`config.mk`:
```
export PLATFORM = sky130hd
export DESIGN_NAME = mem_arbiter
export DESIGN_NICKNAME = d
export VERILOG_FILES = /design/src/rtl/mem_pkg.sv /design/src/rtl/mem_arbiter.sv
export SDC_FILE = /design/constraint.sdc
export NUM_CORES = 1
export LEC_CHECK = 0
export ABC_AREA = 1
export CORE_AREA = 3 3 103 105
export CTS_CLUSTER_DIAMETER = 40
export DETAILED_ROUTE_END_ITERATION = 10
export DIE_AREA = 0 0 106 108
export PLACE_DENSITY = 0.66
export SLEW_MARGIN = 20
export SYNTH_ARGS = -nofsm -noshare
export SYNTH_HDL_FRONTEND = slang
export SYNTH_SLANG_ARGS = --single-unit
```
`constraint.sdc`:
```
create_clock -name clk -period 2.5 [get_ports clk]
set_input_delay 0.75 -clock clk [delete_from_list [all_inputs] [get_ports clk]]
set_output_delay 0.75 -clock clk [all_outputs]
set_load 0.01 [all_outputs]
```
`src/rtl/mem_pkg.sv`:
```
// mem_pkg: shared response-owner encoding and default memory size for mem_arbiter
package mem_pkg;
  typedef enum logic [1:0] {IDLE, RESP_IF, RESP_D} resp_t;
  localparam int MEM_SIZE_DEF = 16384;
endpackage

```
`src/rtl/mem_arbiter.sv`:
```
// mem_arbiter: single-port memory arbiter between fetch and data, data-first with bounded fetch starvation
module mem_arbiter
  import mem_pkg::*;
#(
  parameter int MEM_SIZE = MEM_SIZE_DEF,
  parameter int MAX_D_BURST = 4
) (
  input  logic        clk,
  input  logic        rst_n,
  input  logic        if_req,
  input  logic [31:0] if_addr,
  output logic        if_gnt,
  output logic        if_rvalid,
  output logic [31:0] if_rdata,
  output logic        if_err,
  input  logic        d_req,
  input  logic        d_we,
  input  logic [31:0] d_addr,
  input  logic [31:0] d_wdata,
  output logic        d_gnt,
  output logic        d_rvalid,
  output logic [31:0] d_rdata,
  output logic        d_err,
  output logic        mem_en,
  output logic        mem_we,
  output logic [31:0] mem_addr,
  output logic [31:0] mem_wdata,
  input  logic [31:0] mem_rdata
);
  localparam int CW = $clog2(MAX_D_BURST + 1);
  localparam logic [31:0] ADDR_MAX = 32'(MEM_SIZE - 4);
  resp_t state;
  logic [CW-1:0] cnt;
  logic err_q, we_q, if_oor, d_oor;
  assign if_oor = if_addr > ADDR_MAX;
  assign d_oor = d_addr > ADDR_MAX;
  // grants are gated by rst_n so every output is quiet while reset is held
  always_comb begin
    if_gnt = rst_n & if_req & (!d_req | cnt == CW'(MAX_D_BURST));
    d_gnt = rst_n & d_req & !if_gnt;
    mem_en = (if_gnt & !if_oor) | (d_gnt & !d_oor);
    mem_we = d_gnt & d_we & !d_oor;
    mem_addr = if_gnt ? if_addr : d_gnt ? d_addr : '0;
    mem_wdata = (d_gnt & d_we & !d_oor) ? d_wdata : '0;
    if_rvalid = state == RESP_IF;
    if_err = if_rvalid & err_q;
    if_rdata = (if_rvalid & !err_q) ? mem_rdata : '0;
    d_rvalid = state == RESP_D;
    d_err = d_rvalid & err_q;
    d_rdata = (d_rvalid & !err_q & !we_q) ? mem_rdata : '0;
  end
  always_ff @(posedge clk or negedge rst_n) begin
    if (!rst_n) begin
      state <= IDLE;
      cnt <= '0;
      err_q <= 1'b0;
      we_q <= 1'b0;
    end else begin
      state <= if_gnt ? RESP_IF : d_gnt ? RESP_D : IDLE;
      err_q <= if_gnt ? if_oor : d_gnt & d_oor;
      we_q <= d_gnt & d_we;
      cnt <= (!if_req | if_gnt) ? '0 : d_gnt ? cnt + CW'(1) : cnt;
    end
  end
endmodule

```
; Word level (Yosys, flattened, before mapping)
; Index checks and enable logic that the tools add are counted.
[word_totals]
reg_bits = 7
elab_cells = 45
inputBits = 133
out_inout_bits = 136
[op_classes]
addsub = 1
mux = 10
n_reduce_logical = 8
n_eq_ne = 3
order_cmp = 2
bitwise_logic = 17
[ops]
columns = op, n
row1 = 32-bit two-way mux, 5
row2 = "32-bit by 14-bit > comparator with 1-bit output, second input constant", 2
row3 = 1-bit bitwise AND, 14
row4 = 1-bit logical NOT, 7
row5 = 3-bit two-way mux, 2
row6 = 2-bit two-way mux, 2
row7 = "3-bit by 1-bit adder with 3-bit output, second input constant", 1
row8 = "3-bit == test, second input constant", 1
row9 = 1-bit OR, 3
row10 = "2-bit by 1-bit == test with 1-bit output, second input constant", 1
row11 = "2-bit == test, second input constant", 1
row12 = 2-bit nonzero test, 1
row13 = 1-bit two-way mux, 1

; Logic depth before layout (Yosys ltp)
[logic_depth]
word_depth = 8
ltp_mapped = 11
mapped_depth_nobuf = 9

; Worst setup path after synthesis
; Ideal clock, no wire load.
[synth_timing]
path_type = input -> output
start = input d_addr[24]
end = output mem_wdata[10]
t_required_ns = 1.750
setup_slack_ns = 0.146
path_buffers = 1
arrival_ns = 1.604
stages = 8
path_cell_list = nor2_1 > nand2_1 > nor2_1 > nand2_1 > nor2_2 > nand3_4 > buf_6 > nor2_2
[synth_via]
elab_chain_cells = 4
[synth_rtl]
columns = item, line
row1 = "start, declared", mem_arbiter.sv:18  ; input logic [31:0] d_addr,
row2 = 32-bit by 14-bit > comparator with 1-bit output, mem_arbiter.sv:36  ; assign d_oor = d_addr > ADDR_MAX;
row3 = 1-bit logical NOT, mem_arbiter.sv:44  ; mem_wdata = (d_gnt & d_we & !d_oor) ? d_wdata : '0;
row4 = 1-bit bitwise AND, mem_arbiter.sv:44
row5 = 32-bit two-way mux, mem_arbiter.sv:44
row6 = "end, declared", mem_arbiter.sv:27  ; output logic [31:0] mem_wdata,
; Every way passes these cells.

; Worst setup path after layout
[layout_timing]
start = input d_addr[24]
end = output mem_wdata[1]
; The elaborated chain is that of the path after synthesis.

==> insert_results.sql <==
INSERT INTO impl_metrics (metric_group, metric, value, unit) VALUES
('job', 'max_cap_violations', '0', ''),
('cts', 'cts_tree', 'yes', ''),
('logic_synthesis', 'synth_cell_type_count', '22', ''),
('timing', 'fin_skew', '1.17', 'ps'),
('worst_setup_path', 'delay_of_the_slowest_critical_path_stage', '150', 'ps'),
('worst_setup_path', 'crit_chain', 'buf_6 > nor2_4 > nand2_2 > nor2_4 > nand2_2 > nor2_4 > nand3_4 > buf_6 > buf_12 > nor2_1 > buf_2', ''),
('logic_synthesis', 'post_synth_inst_count', '385', ''),
('power_and_ir_drop', 'powerDensity', '162', 'nW/um^2'),
('timing', 'endpoints_failing_hold', '0', ''),
('floorplan', 'fp.coreArea', '9730', 'sq um'),
('final_layout', 'n_antenna_cell', '0', ''),
('logic_synthesis', 'synth.net_count', '520', ''),
('timing', 'timing.fmax', '371', 'MHz'),
('timing', 'grt_setup_unrepaired', 'yes', ''),
('global_route', 'track_usage', '17.4', '%'),
('detailed_routing', 'avgViaCountPerCell', '4.05', ''),
('power_and_ir_drop', 'leakage', '0.00319', 'uW'),
('timing', 'totalNegativeSetupSlack', '-5850', 'ps'),
('detailed_routing', 'drt_first_pass_iters', '4', ''),
('logic_synthesis', 'synth_largest_type_area_fraction', '23.7', '%'),
('worst_setup_path', 'timing.critical_path.arrival', '1950', 'ps'),
('worst_setup_path', 'critical_path.startpoint_type', 'primary input', ''),
('run_status', 'status', 'finished with violations', ''),
('power_and_ir_drop', 'power.total', '881', 'uW'),
('run_status', 'violations', 'setup timing', ''),
('detailed_routing', 'ant_nets', '0', ''),
('detailed_routing', 'drt-wirelength-per-cell', '13.5', 'um'),
('min_path', 'min-delay-path-class', 'primary input to async pin', ''),
('timing', 'final_critical_path_setup_slack', '-198', 'ps'),
('cts', 'cts_htree_levels', '1', ''),
('floorplan', 'die-area', '11400', 'sq um'),
('final_layout', 'synthToLayoutAreaGrowth', '199', '%'),
('global_route', 'grt_antenna_before_repair', '0', ''),
('place', 'place_hpwl', '8.93', 'mm'),
('logic_synthesis', 'syn-cell-area', '1820', 'sq um'),
('worst_setup_path', 'critical_path.slowest_cell', 'sky130_fd_sc_hd__buf_6', ''),
('global_route', 'grt_start_max_net_pins', '22', ''),
('final_layout', 'fillerInstances', '1002', ''),
('floorplan', 'boundaryPins', '269', ''),
('place', 'last_weighted_congestion_value_of_the_routability_driven_placer', '0.758', ''),
('place', 'postPlaceCellArea', '4840', 'sq um'),
('cts', 'holdBufCountCts', '0', ''),
('final_layout', 'finalInstanceArea', '5450', 'sq um'),
('timing', 'max_slew.worst_pin.slew', '227', 'ps'),
('timing', 'final_period_minus_worst_setup_slack', '2700', 'ps'),
('logic_synthesis', 'syn_area_per_cell', '4.73', 'sq um'),
('floorplan', 'floorplan.die.height', '108', 'um'),
('cts', 'cts_made_buffers', '3', ''),
('timing', 'setup_viol_count_final', '52', ''),
('detailed_routing', 'num_vias', '3382', ''),
('timing', 'max-slew-margin-rel', '84.9', '%'),
('floorplan', 'dieWidth', '106', 'um'),
('worst_setup_path', 'data_required_time_at_the_worst_endpoint', '1750', 'ps'),
('global_route', 'wire_length_of_the_first_global_routing_pass', '16.0', 'mm'),
('logic_synthesis', 'netlist_top_cells_area', 'sky130_fd_sc_hd__nand2_1 (24%), sky130_fd_sc_hd__nor2_1 (21%), sky130_fd_sc_hd__inv_1 (19%)', ''),
('global_route', 'grt_overflow_total', '0', ''),
('final_layout', 'layout.cells.most_common_list', 'sky130_fd_sc_hd__dlygate4sd2_1 (92), sky130_fd_sc_hd__nor2_1 (82), sky130_fd_sc_hd__inv_1 (76)', ''),
('worst_setup_path', 'cp_max_fo', '8', ''),
('floorplan', 'floorplan.rows', '36', ''),
('floorplan', 'start_util', '18.7', '%'),
('detailed_routing', 'drc', '0', ''),
('worst_setup_path', 'critPathMostFrequentCell', 'sky130_fd_sc_hd__nor2_4', ''),
('logic_synthesis', 'ys_warn_count', '0', ''),
('detailed_routing', 'number_of_drc_markers_after_the_initial_detailed_route_iteration', '105', ''),
('global_route', 'via_count_of_the_first_global_routing_pass', '3263', ''),
('cts', 'ctsRootBufferMaster', 'sky130_fd_sc_hd__clkbuf_8', ''),
('power_and_ir_drop', 'power.ir.vdd_worst', '0.103', 'mV'),
('cts', 'clock_insertion_delay_worst_skew', '230', 'ps'),
('detailed_routing', 'post_detailed_routing_wire_length', '11.3', 'mm'),
('cts', 'cts.path.max_buffers', '2', ''),
('final_layout', 'mostFrequentLayoutCell', 'sky130_fd_sc_hd__dlygate4sd2_1', '');
==> flip-flops by register name, indices dropped and copies added (netlist names) <==
| name | flops |
|---|---|
| we_q | 1 |
| cnt | 3 |
| state | 2 |
| err_q | 1 |
==> Yosys cell counts <==
cell	instances
sky130_fd_sc_hd__buf_2	2
sky130_fd_sc_hd__buf_4	2
sky130_fd_sc_hd__buf_6	5
sky130_fd_sc_hd__clkbuf_1	6
sky130_fd_sc_hd__dfrtp_1	7
sky130_fd_sc_hd__ha_1	2
sky130_fd_sc_hd__inv_1	90
sky130_fd_sc_hd__inv_2	1
sky130_fd_sc_hd__mux2i_1	1
sky130_fd_sc_hd__nand2_1	115
sky130_fd_sc_hd__nand2_4	1
sky130_fd_sc_hd__nand3_1	4
sky130_fd_sc_hd__nand3_4	2
sky130_fd_sc_hd__nor2_1	101
sky130_fd_sc_hd__nor2_2	30
sky130_fd_sc_hd__nor2_4	1
sky130_fd_sc_hd__nor3_1	3
sky130_fd_sc_hd__o21ai_0	3
sky130_fd_sc_hd__o21bai_1	1
sky130_fd_sc_hd__o22ai_1	6
sky130_fd_sc_hd__or2_2	1
sky130_fd_sc_hd__xor2_1	1
==> per-stage QoR <==
| step | util, % | setup slack, ps | std cells |
|---|---|---|---|
| after floorplan | - | 146 | 385 |
| after global placement | 49.8 | -997 | 803 |
| after detailed placement | 49.8 | -1010 | 803 |
| after CTS | 50.6 | -376 | 834 |
| after global routing | 56.0 | -288 | 836 |
| final | 56.0 | -198 | 836 |
==> worst paths after layout <==
kind,from,to,slack (ps),depth (start not counted)
max in group asynchronous,rst_n,state[0]$_DFF_PN0_,1890,2
min reg2reg,cnt[0]$_DFFE_PN0P_,cnt[0]$_DFFE_PN0P_,580,2
max,d_addr[24],mem_wdata[1],-200,11
max reg2reg,cnt[1]$_DFFE_PN0P_,cnt[2]$_DFFE_PN0P_,650,13
min,rst_n,cnt[2]$_DFFE_PN0P_,480,2
min in group clk,cnt[0]$_DFFE_PN0P_,cnt[0]$_DFFE_PN0P_,580,2
==> kinds of logic (layout without fill, tap and decap cells) <==
family	after synthesis	after routing	share of synthesized area (%)
and+or+nand+nor	258	258	60.2
DFF	7	7	9.62
adders and majority gates	2	2	1.37
xor gates and xnor gates	1	1	0.481
muxes	1	1	0.549
buffers and inverters	106	424	24.4
AOI/OAI and AO/OA	10	10	3.30
==> critical path, delay by kind of cell <==
family | cells | cell delay [ps]
buffers and inverters | 4 | 540
AND/OR/NAND/NOR | 7 | 660
==> layout make-up <==
| class | count | area, sq um | area share [%] |
|---|---|---|---|
| inverters | 91 | 359 | 6.59 |
| clock buffers | 3 | 41.3 | 0.757 |
| multi-input cells | 272 | 1670 | 30.7 |
| well taps | 133 | 166 | 3.05 |
| flip-flops and latches | 7 | 175 | 3.21 |
| clock inverters | 1 | 5.00 | 0.0918 |
| repair buffers | 329 | 3030 | 55.6 |
==> power by group <==
group / total (uW) / switching [uW] / internal (uW)
clock network: 163 / 54.9 / 108
logic: 594 / 269 / 325
registers: 124 / 3.80 / 120
==> routing by layer <==
metal | wire length [um] | global-route usage (%) | part of all wire [%] | up-vias
met5 | 0 | 0 | 0 | -
met4 | 218 | 4.63 | 1.9 | 0
met1 | 3840 | 17.9 | 34 | 1481
met2 | 6310 | 34.9 | 56 | 161
met3 | 886 | 3.94 | 7.9 | 18
li1 | - | - | - | 1722
==> what timing repair did <==
item	in CTS	in global routing
buffers inserted	21	7
cloned	6	1
endpoints found under the setup margin	132	68
gates resized for setup	524	191
pin swaps	52	64
Power figures use the tool's default switching activity.
